$ cat config.mk
export PLATFORM = sky130hd
export DESIGN_NAME = conv_ctrl
export DESIGN_NICKNAME = d
export VERILOG_FILES = /design/src/rtl/conv_pkg.sv /design/src/rtl/conv_line_buffer.sv /design/src/rtl/conv_ctrl.sv
export SDC_FILE = /design/constraint.sdc
export NUM_CORES = 1
export LEC_CHECK = 0
export CELL_PAD_IN_SITES_DETAIL_PLACEMENT = 1
export CELL_PAD_IN_SITES_GLOBAL_PLACEMENT = 2
export CORE_MARGIN = 3
export CORE_UTILIZATION = 38
export CTS_CLUSTER_SIZE = 10
export DETAILED_ROUTE_END_ITERATION = 16
export HOLD_SLACK_MARGIN = 0.05
export PLACE_DENSITY = 0.79
export SLEW_MARGIN = 20
export SYNTH_ARGS = -nofsm -noshare
export SYNTH_HDL_FRONTEND = slang
export SYNTH_SLANG_ARGS = --single-unit
$ cat constraint.sdc
create_clock -name clk -period 2.5 [get_ports clk]
set_input_delay 0.25 -clock clk [delete_from_list [all_inputs] [get_ports clk]]
set_output_delay 0.25 -clock clk [all_outputs]
set_load 0.005 [all_outputs]
$ cat src/rtl/conv_pkg.sv
// conv_pkg: shared FSM state type, default geometry and window type for the convolution controller
package conv_pkg;

    localparam int DEF_IMG_WIDTH   = 28;
    localparam int DEF_IMG_HEIGHT  = 28;
    localparam int DEF_KERNEL_DIM  = 3;
    localparam int DEF_KERNEL_SIZE = DEF_KERNEL_DIM * DEF_KERNEL_DIM;
    localparam int DEF_DATA_WIDTH  = 8;
    localparam int DEF_KDATA_WIDTH = 8;

    typedef enum logic [2:0] {
        IDLE,
        LOAD,
        RUN,
        FLUSH,
        DONE
    } conv_ctrl_state_t;

    typedef logic [DEF_DATA_WIDTH-1:0] conv_win_t [DEF_KERNEL_SIZE];

endpackage

$ cat src/rtl/conv_line_buffer.sv
// conv_line_buffer: KERNEL_DIM-1 row buffers, combinational read at col, cascading write on each accepted pixel
module conv_line_buffer
    import conv_pkg::*;
#(
    parameter int IMG_WIDTH  = DEF_IMG_WIDTH,
    parameter int KERNEL_DIM = DEF_KERNEL_DIM,
    parameter int DATA_WIDTH = DEF_DATA_WIDTH,
    localparam int CW   = $clog2(IMG_WIDTH),
    localparam int RD_W = (KERNEL_DIM - 1) * DATA_WIDTH
) (
    input  logic                  clk,
    input  logic                  we,
    input  logic [CW-1:0]         col,
    input  logic [DATA_WIDTH-1:0] din,
    output logic [RD_W-1:0]       rd_data
);

    logic [DATA_WIDTH-1:0] mem [KERNEL_DIM-1][IMG_WIDTH];

    // row 0 holds the previous image row; each older row inherits the one above it at the same column
    always_ff @(posedge clk) begin
        if (we) begin
            mem[0][col] <= din;
            for (int i = 1; i < KERNEL_DIM - 1; i++) mem[i][col] <= mem[i-1][col];
        end
    end

    for (genvar r = 0; r < KERNEL_DIM - 1; r++) begin : g_rd
        assign rd_data[r*DATA_WIDTH +: DATA_WIDTH] = mem[r][col];
    end

endmodule

$ cat src/rtl/conv_ctrl.sv
// conv_ctrl: kernel load, line-buffered sliding window and 2-stage valid tracking for the conv datapath (optional CONV_CTRL_STALL_CNT_EN adds stall_cnt)
module conv_ctrl
    import conv_pkg::*;
#(
    parameter int IMG_WIDTH   = DEF_IMG_WIDTH,
    parameter int IMG_HEIGHT  = DEF_IMG_HEIGHT,
    parameter int KERNEL_DIM  = DEF_KERNEL_DIM,
    parameter int DATA_WIDTH  = DEF_DATA_WIDTH,
    parameter int KDATA_WIDTH = DEF_KDATA_WIDTH,
    localparam int KERNEL_SIZE = KERNEL_DIM * KERNEL_DIM
) (
    input  logic                              clk,
    input  logic                              rst,
    input  logic                              start,
    output logic                              busy,
    output logic                              done,
`ifdef CONV_CTRL_STALL_CNT_EN
    output logic [31:0]                       stall_cnt,
`endif
    input  logic                              k_valid,
    output logic                              k_ready,
    input  logic [KDATA_WIDTH-1:0]            k_data,
    input  logic                              pix_valid,
    output logic                              pix_ready,
    input  logic [DATA_WIDTH-1:0]             pix_data,
    output logic                              conv_en,
    output logic [KERNEL_SIZE*DATA_WIDTH-1:0] conv_image,
    output logic [KERNEL_SIZE*KDATA_WIDTH-1:0] conv_kernel,
    input  logic [DATA_WIDTH-1:0]             conv_feature,
    output logic                              out_valid,
    input  logic                              out_ready,
    output logic [DATA_WIDTH-1:0]             out_data,
    output logic                              out_last
);

    localparam int CW = $clog2(IMG_WIDTH);
    localparam int RW = $clog2(IMG_HEIGHT);
    localparam int KW = $clog2(KERNEL_SIZE);

    conv_ctrl_state_t state;

    logic [CW-1:0] col;
    logic [RW-1:0] row;
    logic [KW-1:0] k_idx;
    logic [1:0]    vld;
    logic [1:0]    lst;
    logic          stall;
    logic          in_fire;
    logic          out_fire;
    logic          k_fire;
    logic          last_pix;
    logic          win_valid;
    logic          win_last;

    logic [DATA_WIDTH-1:0]                  win_reg [KERNEL_DIM][KERNEL_DIM-1];
    logic [DATA_WIDTH-1:0]                  new_col [KERNEL_DIM];
    logic [(KERNEL_DIM-1)*DATA_WIDTH-1:0]   lb_rd;

    assign stall     = out_valid & ~out_ready;
    assign pix_ready = (state == RUN) & ~stall;
    assign in_fire   = pix_valid & pix_ready;
    assign out_fire  = out_valid & out_ready;
    assign k_fire    = k_valid & k_ready;
    assign conv_en   = in_fire | out_fire | ((state == FLUSH) & ~stall);
    assign last_pix  = (row == RW'(IMG_HEIGHT - 1)) & (col == CW'(IMG_WIDTH - 1));
    assign win_valid = in_fire & (row >= RW'(KERNEL_DIM - 1)) & (col >= CW'(KERNEL_DIM - 1));
    assign win_last  = win_valid & last_pix;
    assign out_valid = vld[1];
    assign out_last  = lst[1];
    assign out_data  = conv_feature;

    conv_line_buffer #(
        .IMG_WIDTH (IMG_WIDTH),
        .KERNEL_DIM(KERNEL_DIM),
        .DATA_WIDTH(DATA_WIDTH)
    ) u_line_buffer (
        .clk    (clk),
        .we     (in_fire),
        .col    (col),
        .din    (pix_data),
        .rd_data(lb_rd)
    );

    // The newest column comes straight from the line buffers and the live pixel, so the window is
    // complete in the same cycle the pixel is accepted; buffer row 0 is the most recent image row.
    for (genvar r = 0; r < KERNEL_DIM; r++) begin : g_row
        if (r == KERNEL_DIM - 1) begin : g_pix
            assign new_col[r] = pix_data;
        end else begin : g_buf
            assign new_col[r] = lb_rd[(KERNEL_DIM-2-r)*DATA_WIDTH +: DATA_WIDTH];
        end
        for (genvar c = 0; c < KERNEL_DIM; c++) begin : g_col
            if (c == KERNEL_DIM - 1) begin : g_new
                assign conv_image[(r*KERNEL_DIM+c)*DATA_WIDTH +: DATA_WIDTH] = new_col[r];
            end else begin : g_old
                assign conv_image[(r*KERNEL_DIM+c)*DATA_WIDTH +: DATA_WIDTH] = win_reg[r][c];
            end
        end
    end

    // frame sequencing with registered busy/done/k_ready
    always_ff @(posedge clk) begin
        if (rst) begin
            state   <= IDLE;
            busy    <= 1'b0;
            done    <= 1'b0;
            k_ready <= 1'b0;
            k_idx   <= '0;
        end else begin
            case (state)
                IDLE: begin
                    if (start) begin
                        state   <= LOAD;
                        busy    <= 1'b1;
                        k_ready <= 1'b1;
                        k_idx   <= '0;
                    end
                end
                LOAD: begin
                    if (k_fire) begin
                        k_idx <= k_idx + 1'b1;
                        if (k_idx == KW'(KERNEL_SIZE - 1)) begin
                            state   <= RUN;
                            k_ready <= 1'b0;
                            k_idx   <= '0;
                        end
                    end
                end
                RUN: begin
                    if (in_fire & last_pix) state <= FLUSH;
                end
                FLUSH: begin
                    if (vld == 2'b00) begin
                        state <= DONE;
                        done  <= 1'b1;
                    end
                end
                DONE: begin
                    state <= IDLE;
                    done  <= 1'b0;
                    busy  <= 1'b0;
                end
                default: begin
                    state   <= IDLE;
                    busy    <= 1'b0;
                    done    <= 1'b0;
                    k_ready <= 1'b0;
                end
            endcase
        end
    end

    // kernel words land row-major in the slot given by the load index
    always_ff @(posedge clk) begin
        if (rst) conv_kernel <= '0;
        else if (k_fire) conv_kernel[k_idx*KDATA_WIDTH +: KDATA_WIDTH] <= k_data;
    end

    // stored window columns slide left by one on every accepted pixel
    always_ff @(posedge clk) begin
        if (rst) begin
            for (int i = 0; i < KERNEL_DIM; i++)
                for (int j = 0; j < KERNEL_DIM - 1; j++) win_reg[i][j] <= '0;
        end else if (in_fire) begin
            for (int i = 0; i < KERNEL_DIM; i++) begin
                for (int j = 0; j < KERNEL_DIM - 2; j++) win_reg[i][j] <= win_reg[i][j+1];
                win_reg[i][KERNEL_DIM-2] <= new_col[i];
            end
        end
    end

    // raster position counters; they wrap to zero after the final pixel, ready for the next frame
    always_ff @(posedge clk) begin
        if (rst) begin
            col <= '0;
            row <= '0;
        end else if (in_fire) begin
            col <= (col == CW'(IMG_WIDTH - 1)) ? '0 : col + 1'b1;
            if (col == CW'(IMG_WIDTH - 1)) row <= (row == RW'(IMG_HEIGHT - 1)) ? '0 : row + 1'b1;
        end
    end

    // valid/last shadow of the 2-stage datapath; a shift without a pixel inserts a bubble
    always_ff @(posedge clk) begin
        if (rst) begin
            vld <= 2'b00;
            lst <= 2'b00;
        end else if (conv_en) begin
            vld <= {vld[0], win_valid};
            lst <= {lst[0], win_last};
        end
    end

`ifdef CONV_CTRL_STALL_CNT_EN
    // saturating count of back-pressured cycles, restarted by each accepted start
    always_ff @(posedge clk) begin
        if (rst) stall_cnt <= '0;
        else if ((state == IDLE) & start) stall_cnt <= '0;
        else if (stall & (stall_cnt != '1)) stall_cnt <= stall_cnt + 1'b1;
    end
`endif

endmodule

Word level (Yosys, flattened, before mapping) --
Memory sizes are Yosys's and may differ from the RTL's. Index checks and enable logic that the tools add are counted.
Word-level totals: memories kept 2, bits in registers 96, bits of input ports 30, logic and storage cells 112, output and inout port bits 159, bits in writable memories 496
Memories:
- u_line_buffer.mem | words 2, bits a word 224, read ports 2, clocked after Yosys merged registers in 0, write ports 2, RTL line conv_line_buffer.sv:18 | logic [DATA_WIDTH-1:0] mem [KERNEL_DIM-1][IMG_WIDTH];
- win_reg | words 3, bits a word 16, read ports 3, clocked after Yosys merged registers in 0, write ports 3, RTL line conv_ctrl.sv:55 | logic [DATA_WIDTH-1:0] win_reg [KERNEL_DIM][KERNEL_DIM-1];
Cells by class: bitwise logic cells 25, order comparisons 4, muxes and demuxes 40, reductions and logical operators 13, add/subtract/negate cells 4, eq/ne operators 12, shift-type cells 2
Operators with widths (number):
- 224-bit two-way mux | 1
- 8-bit two-way mux | 11
- 8-bit binary-select mux with 5-bit select | 2
- 72-bit bitwise mux | 1
- 8-bit by 34-bit variable shift with 72-bit output (first input constant) | 1
- 8-bit by 34-bit indexed part select with 72-bit output | 1
- 8-bit demux with 5-bit select | 1
- 7-bit negator with 34-bit output | 1
- 3-bit two-way mux | 5
- 4-bit two-way mux | 3
- 3-bit case mux with 4 select lines | 1
- 1-bit bitwise AND | 11
- 5-bit by 1-bit adder with 5-bit output (second input constant) | 2
- 5-bit equality test (second input constant) | 2
- 5-bit by 2-bit greater-or-equal comparator with 1-bit output (second input constant) | 2
- 5-bit two-way mux | 2
- 1-bit two-way mux | 9
- 3-bit OR reduction | 3
- 1-bit OR | 8
- 4-bit case mux with 2 select lines | 1
- 3-bit by 2-bit equality test with 1-bit output (second input constant) | 2
- 6-bit greater-or-equal comparator (second input constant) | 1
- 6-bit by 1-bit less-than comparator with 1-bit output (second input constant) | 1
- 2-bit inequality test (second input constant) | 3
- other kinds (17) | 25

Logic depth before layout (Yosys ltp) --
word-level depth 9, gate-level depth with buffers 10

By module --
From an unflattened synthesis, not the netlist that was laid out.
Unflattened totals: cell total of the unflattened synthesis 1525, area, all modules 23441.2 µm²
Modules (own cells, without submodules):
- conv_line_buffer | cells each 951, instances 1, seq. area each 13452.9 µm², area an instance 17418.0 µm²
- conv_ctrl | cells each 574, instances 1, seq. area each 3363.2 µm², area an instance 6023.3 µm²

Worst setup path after synthesis --
OpenSTA, ideal clock, no wires.
kind reg2reg, from register col[0], to memory win_reg[0][18] (netlist bit), data pin, data arrival time 2.244 ns, clock period less this slack 2.504 ns, path slack -0.004 ns, cell stages (with the launch flop) 7, setup time 0.260 ns, cells stage by stage dfxtp_1 > buf_6 > buf_4 > mux4_2 > a22oi_1 > nand4_1 > and2_1
RTL lines:
- start: declaration | RTL line conv_ctrl.sv:42 | logic [CW-1:0] col;
- start signal: assignment | RTL line conv_ctrl.sv:178 | col <= (col == CW'(IMG_WIDTH - 1)) ? '0 : col + 1'b1;
- end: declaration | RTL line conv_ctrl.sv:55

Final worst setup path --
from register col[0], to output conv_image[45]
On the way: word-level cells in the longest chain between the ends 4
Ends and longest elaborated chain:
- 5-bit NOT with 6-bit output (not written as such) | RTL line conv_line_buffer.sv:29 | assign rd_data[r*DATA_WIDTH +: DATA_WIDTH] = mem[r][col];
- 8-bit binary-select mux with 5-bit select | RTL line conv_line_buffer.sv:29
- 8-bit two-way mux (not written as such) (2 in series) | RTL line conv_line_buffer.sv:29
- end: declaration | RTL line conv_ctrl.sv:27 | output logic [KERNEL_SIZE*DATA_WIDTH-1:0] conv_image,
No other way between the ends. The select of a mux whose other input is x is not followed.

==> metrics.md <==
| Metric | Value |
|---|---|
| Status | `finished, violations left` |
| Failing checks | `negative setup slack` |
| Asr flop ratio synth | `0` |
| Fmax | `339 MHz` |
| R2R Setup Slk | `-0.11 ns` |
| Crit. End Element | `primary output` |
| Setup tns final | `-7.37 ns` |
| CP Buf/Inv Count | `5` |
| Crit path to | `conv_image[45]` |
| Detailed-route via count | `14846` |
| Top-area cell type share of the netlist area | `0.637` |
| Slowest CP cell | `mux4_2` |
| Antenna-violating nets left | `0` |
| Synth Flop Type | `edfxtp_1` |
| DIE HEIGHT | `between 200 and 300 um` |
| Pwr per Cell Area | `just under 700 mW/mm^2` |
| I/O Buffers | `172` |
| Total GRT Usage | `0.220` |
| Setup WS post-layout | `-0.449 ns` |
| Synth area leader | `edfxtp_1` |
| Worst slew pin tran | `1.04 ns` |
| Largest net degree at the start of global routing | `90` |
| Worst slack, placed | `-0.210 ns` |
| Number of flops mapped to enable cells by yosys | `496` |
| Worst setup SP type | `register` |
| Initial antenna violation count | `1` |
| Final setup vio count | `46` |
| Pwr Total | `20.7 mW` |
| Worst endpoint required time | `2.25 ns` |
| CP Cell Sequence | `buf_12, buf_12, buf_8, mux4_2, a22o_1, nand2_2, nand3_2, buf_6, buf_6` |
| CTS Buffer Depth | `3` |
| Net count, final | `approximately 1900` |
| Vias in the first global route | `between 15000 and 20000` |
| Pre-antenna DRT Iters | `5` |
| GR Overflow Total | `0` |
| Clock-pin slew on the worst setup and hold paths | `roughly 0.06 ns` |
| CP Data Arrival Time | `2.70 ns` |
| TritonCTS clock tree | `yes` |
| Final WL | `71.7 mm` |
| P_leak | `10.2 nW` |
| HPWL after DPL | `roughly 47 mm` |
| Initial Util | `0.386` |
| RSZ-0062 raised after global routing | `true` |
| Post-Syn Instances | `1481` |
| RD Place Congestion | `0.878` |
| Top delay family on crit path | `buffers and inverters` |
| Row count | `90` |
| First-pass GRT wire length | `about 100 mm` |
| Die W | `about 250 um` |
| DP Area | `around 0.027 sq mm` |
| Crit-path max FO | `7` |
| Core ar. | `0.0606 sq mm` |
| R2r worst-path depth | `11` |
| Proportion of synthesized chip area in sequential cells | `0.720` |
| R2r startpoint | `col[0]` |
| Root Buffer | `clkbuf_16` |
| Mapped Nets | `around 1500` |
| WL per Instance | `26.7 um` |
| Synth area leaders | `edfxtp_1 64%, dfxtp_1 8.2%, mux4_2 5.5%` |
| Via density | `between 5 and 6` |
| Hold slack | `0.341 ns` |
| # Max-Cap Violations | `0` |
| Mapped Area | `0.0234 sq mm` |
| Slew Limit Fails | `0` |
| Fraction of layout cells with a size suffix above 1 | `0.251` |
| Max FFs per register | `448` |
| Skew final | `approximately 0.023 ns` |
| Initial DRC count | `~1500` |
| I/O pin cnt | `~190` |
| Syn avg cell area | `~16 sq um` |
| Clock sinks | `just under 600` |
| Ant diodes | `0` |
| YS warnings | `0` |
| R2R Path End | `u_line_buffer.mem[0][387]` |
| Synth Register Bits | `592` |
| Max stage delay on crit path | `0.52 ns` |
| Final Cell Area | `between 0.03 and 0.04 sq mm` |
| Die footprint | `0.0645 sq mm` |
| Residual DRC count | `0` |
| Synth-to-layout area growth | `30.3%` |
| Netlist cell types | `66` |
| TritonCTS Buffers | `71` |
| Tcrit/Tclk final | `1.18` |
| Clk Latency, worst-skew pair | `0.62 ns` |
| Worst vdd ir | `0.000455 V` |
| Cell count along the critical path | `9` |
| H-tree Lvls | `3` |
| Critical path type | `reg -> out` |
| Worst Setup SP | `col[0]` |
| Relative slew slack | `0.303` |
| Minimum clock period after layout | `2.95 ns` |
| Hold Crit Class | `in -> reg` |
| Final Hold Vio Count | `0` |
[metrics by stage]
| step | util | std cells |
|---|---|---|
| after floorplan | - | 1481 |
| after global placement | 0.452 | 2530 |
| after detailed placement | 0.452 | 2530 |
| after CTS | 0.500 | 2675 |
| after global routing | 0.503 | 2680 |
| final | 0.503 | 2680 |
[metal layers]
layer,share of wire,up-vias,track usage
met2,0.47,652,0.350
li1,-,6404,-
met3,0.088,149,0.0588
met5,0,-,0
met1,0.40,7641,0.288
met4,0.035,0,0.0891
[worst register-to-register path, stage by stage (launching register included)]
cell and delay (ns):
dfxtp_4 0.45, buf_12 0.15, buf_6 0.09, buf_6 0.09, buf_6 0.09, mux4_2 0.53
a21oi_4 0.21, nand3_4 0.15, buf_6 0.16, buf_6 0.11, buf_12 0.14, buf_12 0.15
[Yosys cell counts (all sizes together) (15+ instances only)]
library cell and number:
dfxtp 96, nand4 16, mux2i 128, edfxtp 496
mux4 57, a21oi 75, nor3 15, a22oi 37
nand2 106, nand3 79, nor2 83, nor2b 17
buf 67, and2 43, nand2b 19, clkbuf 34
[cell usage in the layout (no fill, tap or decap), types with 8 or more instances in the layout]
cell             synthesis  final
mux4_2                  57     57
and2_1                  43     40
mux2i_1                128    128
a22oi_1                 37     24
buf_12                   0     44
a21oi_1                 74     72
nor3_1                  13     13
nor2b_1                 16     12
nand2_1                104     97
nand2b_1                19     17
a31oi_1                 14     12
inv_1                   12     12
buf_6                    5     35
nor2_1                  82     74
buf_4                   33    161
edfxtp_1               496    496
nand2_2                  2      8
nand3_1                 77     67
nand4_1                 15     15
clkdlybuf4s50_1          0    155
ha_1                     9      9
a22oi_2                  0     13
buf_2                   26      8
dfxtp_1                 96     93
clkbuf_16                0     73
clkbuf_1                31     19
[power by group]
group          internal, mW  leakage [nW]  switching [mW]
clock                  5.66          1.02            3.91
combinational         0.161          3.93           0.251
sequential             10.7          5.30          0.0236
total                  16.5          10.2            4.18
[layout make-up]
cell class,instances,area (sq um)
sequential,592,16800
inverter,12,45.0
tap,782,978
timing repair buffer,413,4260
multi-input combinational,776,6240
fill,5764,30100
clock buffer,93,1910
clock inverter,12,188
[what timing repair did]
action                                  4_1_cts  5_1_grt
setup buffers                                37       13
resized for setup                           162       41
pin swaps                                    41       25
cloned                                        5        0
hold endpoints to repair                      4        0
hold buffers                                  1        0
endpoints found under the setup margin       43      109
[worst min-delay path by stage]
| stage | from | endpoint | slack, ns | cells after the start |
|---|---|---|---|---|
| final | start | busy | 0.34 | 3 |
| after floorplan | rst | state[0] | 0.33 | 1 |
| after detailed placement | conv_kernel[8] | conv_kernel[8] | 0.45 | 2 |
| after global routing | start | busy | 0.40 | 3 |
| after global placement | conv_kernel[26] | conv_kernel[26] | 0.44 | 2 |
| after CTS | start | busy | 0.31 | 3 |
[cell families after synthesis]
| group | count (synthesis) | synth area share |
|---|---|---|
| DFF | 592 | 0.720 |
| and+or+nand+nor | 405 | 0.0885 |
| muxes | 187 | 0.111 |
| AOI/OAI and AO/OA | 166 | 0.0459 |
| buffers and inverters | 113 | 0.0266 |
| xor gates and xnor gates | 9 | 0.00370 |
| adders and majority gates | 9 | 0.00482 |
Note: power is estimated with default switching activity, not from simulation.
